==> src/rtl/serial_frame_source_pkg.sv <==
// Shared constants for serial_frame_source.
// Holds the state encoding and the default word width used by the
// interface and the top module.
package serial_frame_source_pkg;

  localparam logic ST_IDLE  = 1'b0;
  localparam logic ST_SHIFT = 1'b1;

  localparam int unsigned DEFAULT_WIDTH = 8;

  typedef enum logic {
    StIdle  = ST_IDLE,
    StShift = ST_SHIFT
  } state_e;

endpackage

==> src/rtl/serial_frame_source_if.sv <==
// Load handshake and serial output bundle for serial_frame_source.
//   load_data/load_valid/load_ready : parallel word handshake (upstream -> block)
//   sout/sout_valid                 : serial bit stream and data-vs-idle flag
//   frame_start/frame_last          : high while first/last bit of a word is on sout
// master = upstream word producer, slave = serial_frame_source.
interface serial_frame_source_if #(
  parameter int unsigned WIDTH = serial_frame_source_pkg::DEFAULT_WIDTH
);

  logic [WIDTH-1:0] load_data;
  logic             load_valid;
  logic             load_ready;
  logic             sout;
  logic             sout_valid;
  logic             frame_start;
  logic             frame_last;

  modport master (
    output load_data, load_valid,
    input  load_ready, sout, sout_valid, frame_start, frame_last
  );

  modport slave (
    input  load_data, load_valid,
    output load_ready, sout, sout_valid, frame_start, frame_last
  );

endinterface

==> src/rtl/serial_frame_source.sv <==
// Parallel-to-serial word source feeding a single-bit sequence detector.
// Words arrive on a valid/ready handshake and leave one bit per clock on sout.
// A one-word holding buffer lets consecutive words stream with no idle cycle.
// Ports:
//   clk : system clock, rising edge
//   clr : synchronous active-low reset
//   bus : serial_frame_source_if slave modport (handshake + serial outputs)
// All outputs are registered except load_ready.
module serial_frame_source
  import serial_frame_source_pkg::*;
#(
  parameter int unsigned WIDTH     = DEFAULT_WIDTH,
  parameter bit          MSB_FIRST = 1'b1,
  parameter bit          IDLE_BIT  = 1'b0
) (
  input logic                  clk,
  input logic                  clr,
  serial_frame_source_if.slave bus
);

  localparam int unsigned CntW = $clog2(WIDTH);
  localparam logic [CntW-1:0] LastCnt = CntW'(WIDTH - 1);

  state_e           state_q, state_d;
  logic [CntW-1:0]  cnt_q, cnt_d;
  logic [WIDTH-1:0] shift_q, shift_d;
  logic [WIDTH-1:0] hold_q, hold_d;
  logic             hold_full_q, hold_full_d;
  logic             sout_q, sout_d;
  logic             sout_valid_q, sout_valid_d;
  logic             frame_start_q, frame_start_d;
  logic             frame_last_q, frame_last_d;

  logic             load_ready;
  logic             accept;
  logic             load_en;
  logic             advance;
  logic [WIDTH-1:0] load_word;
  logic [WIDTH-1:0] src;

  assign load_ready = clr & ~hold_full_q;
  assign accept     = bus.load_valid & load_ready;

  always_comb begin
    state_d       = state_q;
    cnt_d         = cnt_q;
    shift_d       = shift_q;
    hold_d        = hold_q;
    hold_full_d   = hold_full_q;
    sout_d        = sout_q;
    sout_valid_d  = sout_valid_q;
    frame_start_d = 1'b0;
    frame_last_d  = 1'b0;
    load_en       = 1'b0;
    advance       = 1'b0;
    load_word     = bus.load_data;

    unique case (state_q)
      StIdle: begin
        if (accept) load_en = 1'b1;
      end
      StShift: begin
        if (cnt_q == LastCnt) begin
          // End of word: held word wins over a fresh handshake.
          if (hold_full_q) begin
            load_en     = 1'b1;
            load_word   = hold_q;
            hold_full_d = 1'b0;
          end else if (accept) begin
            load_en = 1'b1;
          end
        end else begin
          advance = 1'b1;
          if (accept) begin
            hold_d      = bus.load_data;
            hold_full_d = 1'b1;
          end
        end
      end
      default: ;
    endcase

    // shift_q only ever holds the bits not yet presented on sout.
    src = load_en ? load_word : shift_q;

    if (load_en || advance) begin
      state_d       = StShift;
      cnt_d         = load_en ? '0 : cnt_q + CntW'(1);
      sout_d        = MSB_FIRST ? src[WIDTH-1] : src[0];
      shift_d       = MSB_FIRST ? {src[WIDTH-2:0], 1'b0} : {1'b0, src[WIDTH-1:1]};
      sout_valid_d  = 1'b1;
      frame_start_d = load_en;
      frame_last_d  = (cnt_d == LastCnt);
    end else begin
      state_d      = StIdle;
      cnt_d        = '0;
      sout_d       = IDLE_BIT;
      sout_valid_d = 1'b0;
    end
  end

  always_ff @(posedge clk) begin
    if (!clr) begin
      state_q       <= StIdle;
      cnt_q         <= '0;
      shift_q       <= '0;
      hold_q        <= '0;
      hold_full_q   <= 1'b0;
      sout_q        <= IDLE_BIT;
      sout_valid_q  <= 1'b0;
      frame_start_q <= 1'b0;
      frame_last_q  <= 1'b0;
    end else begin
      state_q       <= state_d;
      cnt_q         <= cnt_d;
      shift_q       <= shift_d;
      hold_q        <= hold_d;
      hold_full_q   <= hold_full_d;
      sout_q        <= sout_d;
      sout_valid_q  <= sout_valid_d;
      frame_start_q <= frame_start_d;
      frame_last_q  <= frame_last_d;
    end
  end

  assign bus.load_ready  = load_ready;
  assign bus.sout        = sout_q;
  assign bus.sout_valid  = sout_valid_q;
  assign bus.frame_start = frame_start_q;
  assign bus.frame_last  = frame_last_q;

endmodule

==> src/flat_wrapper.sv <==
// flat-port wrapper written by rule: the top's interface ports become plain ports
module serial_frame_source_flat import serial_frame_source_pkg::*;
#(
  parameter int unsigned WIDTH     = DEFAULT_WIDTH,
  parameter bit          MSB_FIRST = 1'b1,
  parameter bit          IDLE_BIT  = 1'b0
)
  (clk, clr, bus_load_data, bus_load_valid, bus_load_ready, bus_sout, bus_sout_valid, bus_frame_start, bus_frame_last);
  serial_frame_source_if #(.WIDTH(WIDTH)) bus_i ();
  input logic clk;
  input logic clr;
  input wire logic [$bits(bus_i.load_data)-1:0] bus_load_data;
  input wire logic [$bits(bus_i.load_valid)-1:0] bus_load_valid;
  output wire logic [$bits(bus_i.load_ready)-1:0] bus_load_ready;
  output wire logic [$bits(bus_i.sout)-1:0] bus_sout;
  output wire logic [$bits(bus_i.sout_valid)-1:0] bus_sout_valid;
  output wire logic [$bits(bus_i.frame_start)-1:0] bus_frame_start;
  output wire logic [$bits(bus_i.frame_last)-1:0] bus_frame_last;
  assign bus_i.load_data = bus_load_data;
  assign bus_i.load_valid = bus_load_valid;
  assign bus_load_ready = bus_i.load_ready;
  assign bus_sout = bus_i.sout;
  assign bus_sout_valid = bus_i.sout_valid;
  assign bus_frame_start = bus_i.frame_start;
  assign bus_frame_last = bus_i.frame_last;
  serial_frame_source #(.WIDTH(WIDTH), .MSB_FIRST(MSB_FIRST), .IDLE_BIT(IDLE_BIT)) u_core (.clk(clk), .clr(clr), .bus(bus_i));
endmodule
==> config.mk <==
export PLATFORM = sky130hd
export DESIGN_NAME = serial_frame_source_flat
export DESIGN_NICKNAME = d
export VERILOG_FILES = /design/src/rtl/serial_frame_source_pkg.sv /design/src/rtl/serial_frame_source_if.sv /design/src/rtl/serial_frame_source.sv /design/src/flat_wrapper.sv
export SDC_FILE = /design/constraint.sdc
export NUM_CORES = 1
export LEC_CHECK = 0
export CAP_MARGIN = 20
export CORE_UTILIZATION = 58
export CTS_BUF_LIST = sky130_fd_sc_hd__clkbuf_8
export CTS_CLUSTER_DIAMETER = 60
export DETAILED_ROUTE_END_ITERATION = 6
export GPL_TIMING_DRIVEN = 1
export PLACE_DENSITY = 0.82
export SYNTH_ARGS = -nofsm -noshare
export SYNTH_HDL_FRONTEND = slang
export SYNTH_SLANG_ARGS = --single-unit
==> constraint.sdc <==
create_clock -name clk -period 3.8 [get_ports clk]
set_input_delay 0.57 -clock clk [delete_from_list [all_inputs] [get_ports clk]]
set_output_delay 0.57 -clock clk [all_outputs]
set_load 0.03 [all_outputs]
## Yosys cells after proc, flatten, opt, wreduce, memory -nomap -nowiden

Cells that the tools add are included.

| storage, ports and cells | value |
|---|---|
| logic and storage cells | 35 |
| bits of input ports | 11 |
| bits in registers | 23 |

| cells by class | value |
|---|---|
| equal/unequal tests | 2 |
| reduce and logical (&&, ||, !) cells | 5 |
| bitwise gates (word level) | 5 |
| $add $sub $neg | 1 |
| muxes and demuxes | 14 |

Operator list:

| cell | number |
|---|---|
| 2-to-1 mux 8 bit | 4 |
| 2-to-1 mux 1 bit | 8 |
| equality test 3 bit (second input constant) | 2 |
| AND reduction 2 bit | 2 |
| adder 3 x 1 -> 3 bit (second input constant) | 1 |
| 2-to-1 mux 3 bit | 1 |
| inverter 1 bit | 3 |
| AND reduction 3 bit | 1 |
| bitwise AND 1 bit | 2 |
| one-hot mux 1 bit (2 select lines) | 1 |
| nonzero test 2 bit | 1 |
| logical OR 1 bit | 1 |

## Longest topological paths before layout

| logic depth | value |
|---|---|
| depth in word-level cells | 9 |
| depth in mapped cells | 7 |

## Worst setup path after synthesis

Ideal clock, no wire load.

| timing path | value |
|---|---|
| path kind | input to output |
| start point | in clr |
| end point | out bus_load_ready |
| path buffers | 1 |
| setup slack | 1867 ps |
| required time | 3230 ps |
| data arrival time | 1363 ps |
| cell stages on the path | 3 |
| path through | clkinv_1 > clkbuf_1 > nor2_1 |

| on the way | value |
|---|---|
| cells in the longest elaborated chain, start to end | 1 |

RTL lines:

| what | RTL line | source |
|---|---|---|
| start, declared | flat_wrapper.sv:11 | `input logic clr;` |
| bitwise AND 1 bit | serial_frame_source.sv:41 | `assign load_ready = clr & ~hold_full_q;` |
| end, declared | flat_wrapper.sv:14 | `output wire logic [$bits(bus_i.load_ready)-1:0] bus_load_ready;` |

Every way passes these cells.

## Final worst setup path

Same ends and word-level chain as after synthesis.

==> impl_results.md <==
- Root Buffer: clkbuf_8
- Count leader, synth: dfxtp_1
- Row Count: 14
- Depth of the CTS H-tree: 1
- Fin crit share: 74.2%
- Hold Path End: u_core.cnt_q[0]$_SDFF_PN0_
- CTS Hold Bufs: 0
- Clock sink count: 23
- Core box area: 0.00156 mm^2
- Setup violators final: 0
- IR drop worst, VDD: 0.343 mV
- CP Cell Sequence: clkdlybuf4s50_1, clkinv_1, buf_4, nor2_1, clkdlybuf4s50_1
- CTS tree: done
- Most used cell, CP: clkdlybuf4s50_1
- R2R cell count: 6
- Max Slew Vio Count: 0
- Hold path cells: 1
- Number of diodes: 0
- Worst hold path startpoint: u_core.cnt_q[0]$_SDFF_PN0_
- Routability congestion estimate: 0.838
- Max Clk Rate: 355 MHz
- Via density: 6.18
- Setup bufs post-CTS: 0
- Overall Power: 487 uW
- First-pass GRT wire length: 3500 um
- Worst Path Class, Setup: in2out
- Dominant synthesized flop cell: dfxtp_1
- Yosys top cell by area: dfxtp_1
- Drt first pass iters: 7
- Hold Crit Class: reg2reg
- Minimum clock period: 2.82 ns
- Pin count of the biggest net entering global routing: 19
- WP data arrival: 2.25 ns
- CTS buffer count: 3
- Via count: 846
- GRT overflow: 0
- Total length of routed wires: 2150 um
- CP Launch Type: input port
- Crit path capture type: primary output
- R2r setup slk: 1.66 ns
- Synth Cell Area: 0.00100 mm^2
- Cts repair resizes: 0
- RSZ-0062 raised after global routing: no
- Port buffer count: 15
- Final-layout fill cell count: 108
- Worst R2R End: u_core.shift_q[6]$_SDFFE_PN0P_
- DRC viols: 2
- Sequential area share after synthesis: 45.9%
- Pwr dens: 406 mW/mm^2
- Clock Path Buffers: 2
- Worst r2r src: u_core.cnt_q[0]$_SDFF_PN0_
- Worst-Margin Slew: 0.822 ns
- I/O Pins: 16
- Iteration-0 DRC Markers: 53
- Critical Path Fanout Max: 18
- Clock-pin slew on the worst setup and hold paths: 0.08 ns
- Cells after Synth: 106
- Layout area overhead: 19.3%
- Unique masters post-synth: 33
- Async S/R FF share, synth: 0%
- Worst path max stage delay: 0.68 ns
- Initial core utilization: 64.4%
- Clk Latency, worst-skew pair: 0.26 ns
- Layout cells sized above 1: 8.26%
- P_leak: 0.000476 uW
- Syn_nets: 119
- Fin nets: 135
- Outcome: complete, but fails checks
- Failing checks: DRC
- Setup tns final: 0 ns
- Post-synth top cells: 23 x dfxtp_1, 10 x a21oi_1, 10 x nand2_1
- Post-synthesis register bit count: 23
- WL/cell: 15.7 um
- DRT antenna net count: 0
- Synth area leaders: dfxtp_1 46%, a21oi_1 5.0%, mux2_1 4.5%, a222oi_1 4.0%, o21ai_0 4.0%
- Die Wd: 43.6 um
- Maxcap violations: 0
- Synth top area share: 45.9%
- Total Routing Usage GR: 25.1%
- EDFF count, synth: 0
- Vias in the first global route: 809
- Slew HR: 45.1%
- CP required: 3.23 ns
- Die Area: 0.00190 mm^2
- DPL Wire Length: 1470 um
- Antenna violations before repair: 0
- Avg Synthesized Cell Area: 9.47 um^2
- Slowest CP cell: clkdlybuf4s50_1
- Layout Skew: 0.00123 ns
- Final Hold Viols: 0
- Ys Warns: 0
- Die Y: 43.6 um
[registers in the layout (all words and copies together), names as in the netlist]
register                cells
u_core.bus.frame_last       1
u_core.bus.frame_start      1
u_core.bus.sout             1
u_core.cnt_q                3
u_core.hold_full_q          1
u_core.hold_q               8
u_core.shift_q              7
u_core.state_q              1
[cell usage in the layout (no fill, tap or decap)]
cell and instances:
a211oi_1 1, a21bo_2 1, a21oi_1 10, a221oi_1 1
a222oi_1 4, a22o_1 1, a2bb2oi_1 1, and2_1 2
and3_1 2, and3b_1 1, buf_4 1, clkbuf_8 3
clkdlybuf4s50_1 15, clkinv_1 1, clkinv_2 1, dfxtp_1 23
ha_1 2, inv_1 3, mux2_1 4, mux2_2 1
mux2i_1 3, nand2_1 10, nand2b_1 2, nand3_4 1
nand3b_1 1, nor2_1 9, nor2_2 1, nor2b_1 3
nor3_4 1, nor4_1 1, o21ai_0 8, o31ai_1 1
o32ai_1 1, or3_1 1
[worst max-delay path, delay by kind of cell]
kind,cells,cell delay [ns]
simple gates,1,0.11
buf+inv,4,1.56
[final cells by class]
type                            instances  area, um^2  share of cell area, %
Multi-Input combinational cell         74         498                   41.6
Sequential cell                        23         460                   38.5
Timing Repair Buffer                   16         158                   13.2
Clock buffer                            3        41.3                   3.45
Tap cell                               16        20.0                   1.67
Inverter                                4        15.0                   1.25
Clock inverter                          1        5.00                  0.418
[how the worst max path moves through the flow]
stage / start / end / slack [ns] / depth (start not counted)
6_report: clr / bus_load_ready / 0.98 / 5
5_1_grt: clr / bus_load_ready / 0.90 / 5
4_1_cts: clr / bus_load_ready / 0.97 / 5
3_5_place_dp: clr / bus_load_ready / 1.01 / 5
3_3_place_gp: clr / bus_load_ready / 1.04 / 5
2_1_floorplan: clr / bus_load_ready / 1.87 / 3
[where the power goes]
part	total [uW]	switching (uW)	leakage [uW]	internal [uW]
clock network	149	76.1	0.0000255	73.1
logic	74.2	40.4	0.000263	33.8
registers	263	9.68	0.000188	254
[cell families after synthesis]
kind of cell / share of synthesized area (%)
buf+inv: 4.49
fa+ha+maj: 2.49
flops: 45.9
compound gates: 19.0
simple gates: 19.6
mux: 8.60
[per-layer routing]
layer  vias up  wire length (um)  global-route usage [%]
li1        411                 -                       -
met1       395               917                    32.6
met2        38              1060                    40.9
met3         2               159                    2.92
met4         0                12                    13.1
met5         -                 0                       0
[per-stage QoR]
stage               worst slack, ns  utilization (%)  hold slack [ns]  cells  cell area [um^2]
floorplan                      1.87                -            0.413    106              1000
global placement               1.04             73.8            0.434    133              1150
detailed placement             1.01             73.8            0.439    133              1150
CTS                           0.973             76.8            0.465    137              1200
global route                  0.896             76.8            0.486    137              1200
finish                        0.981             76.8            0.462    137              1200
Note: power is estimated with default switching activity, not from simulation.
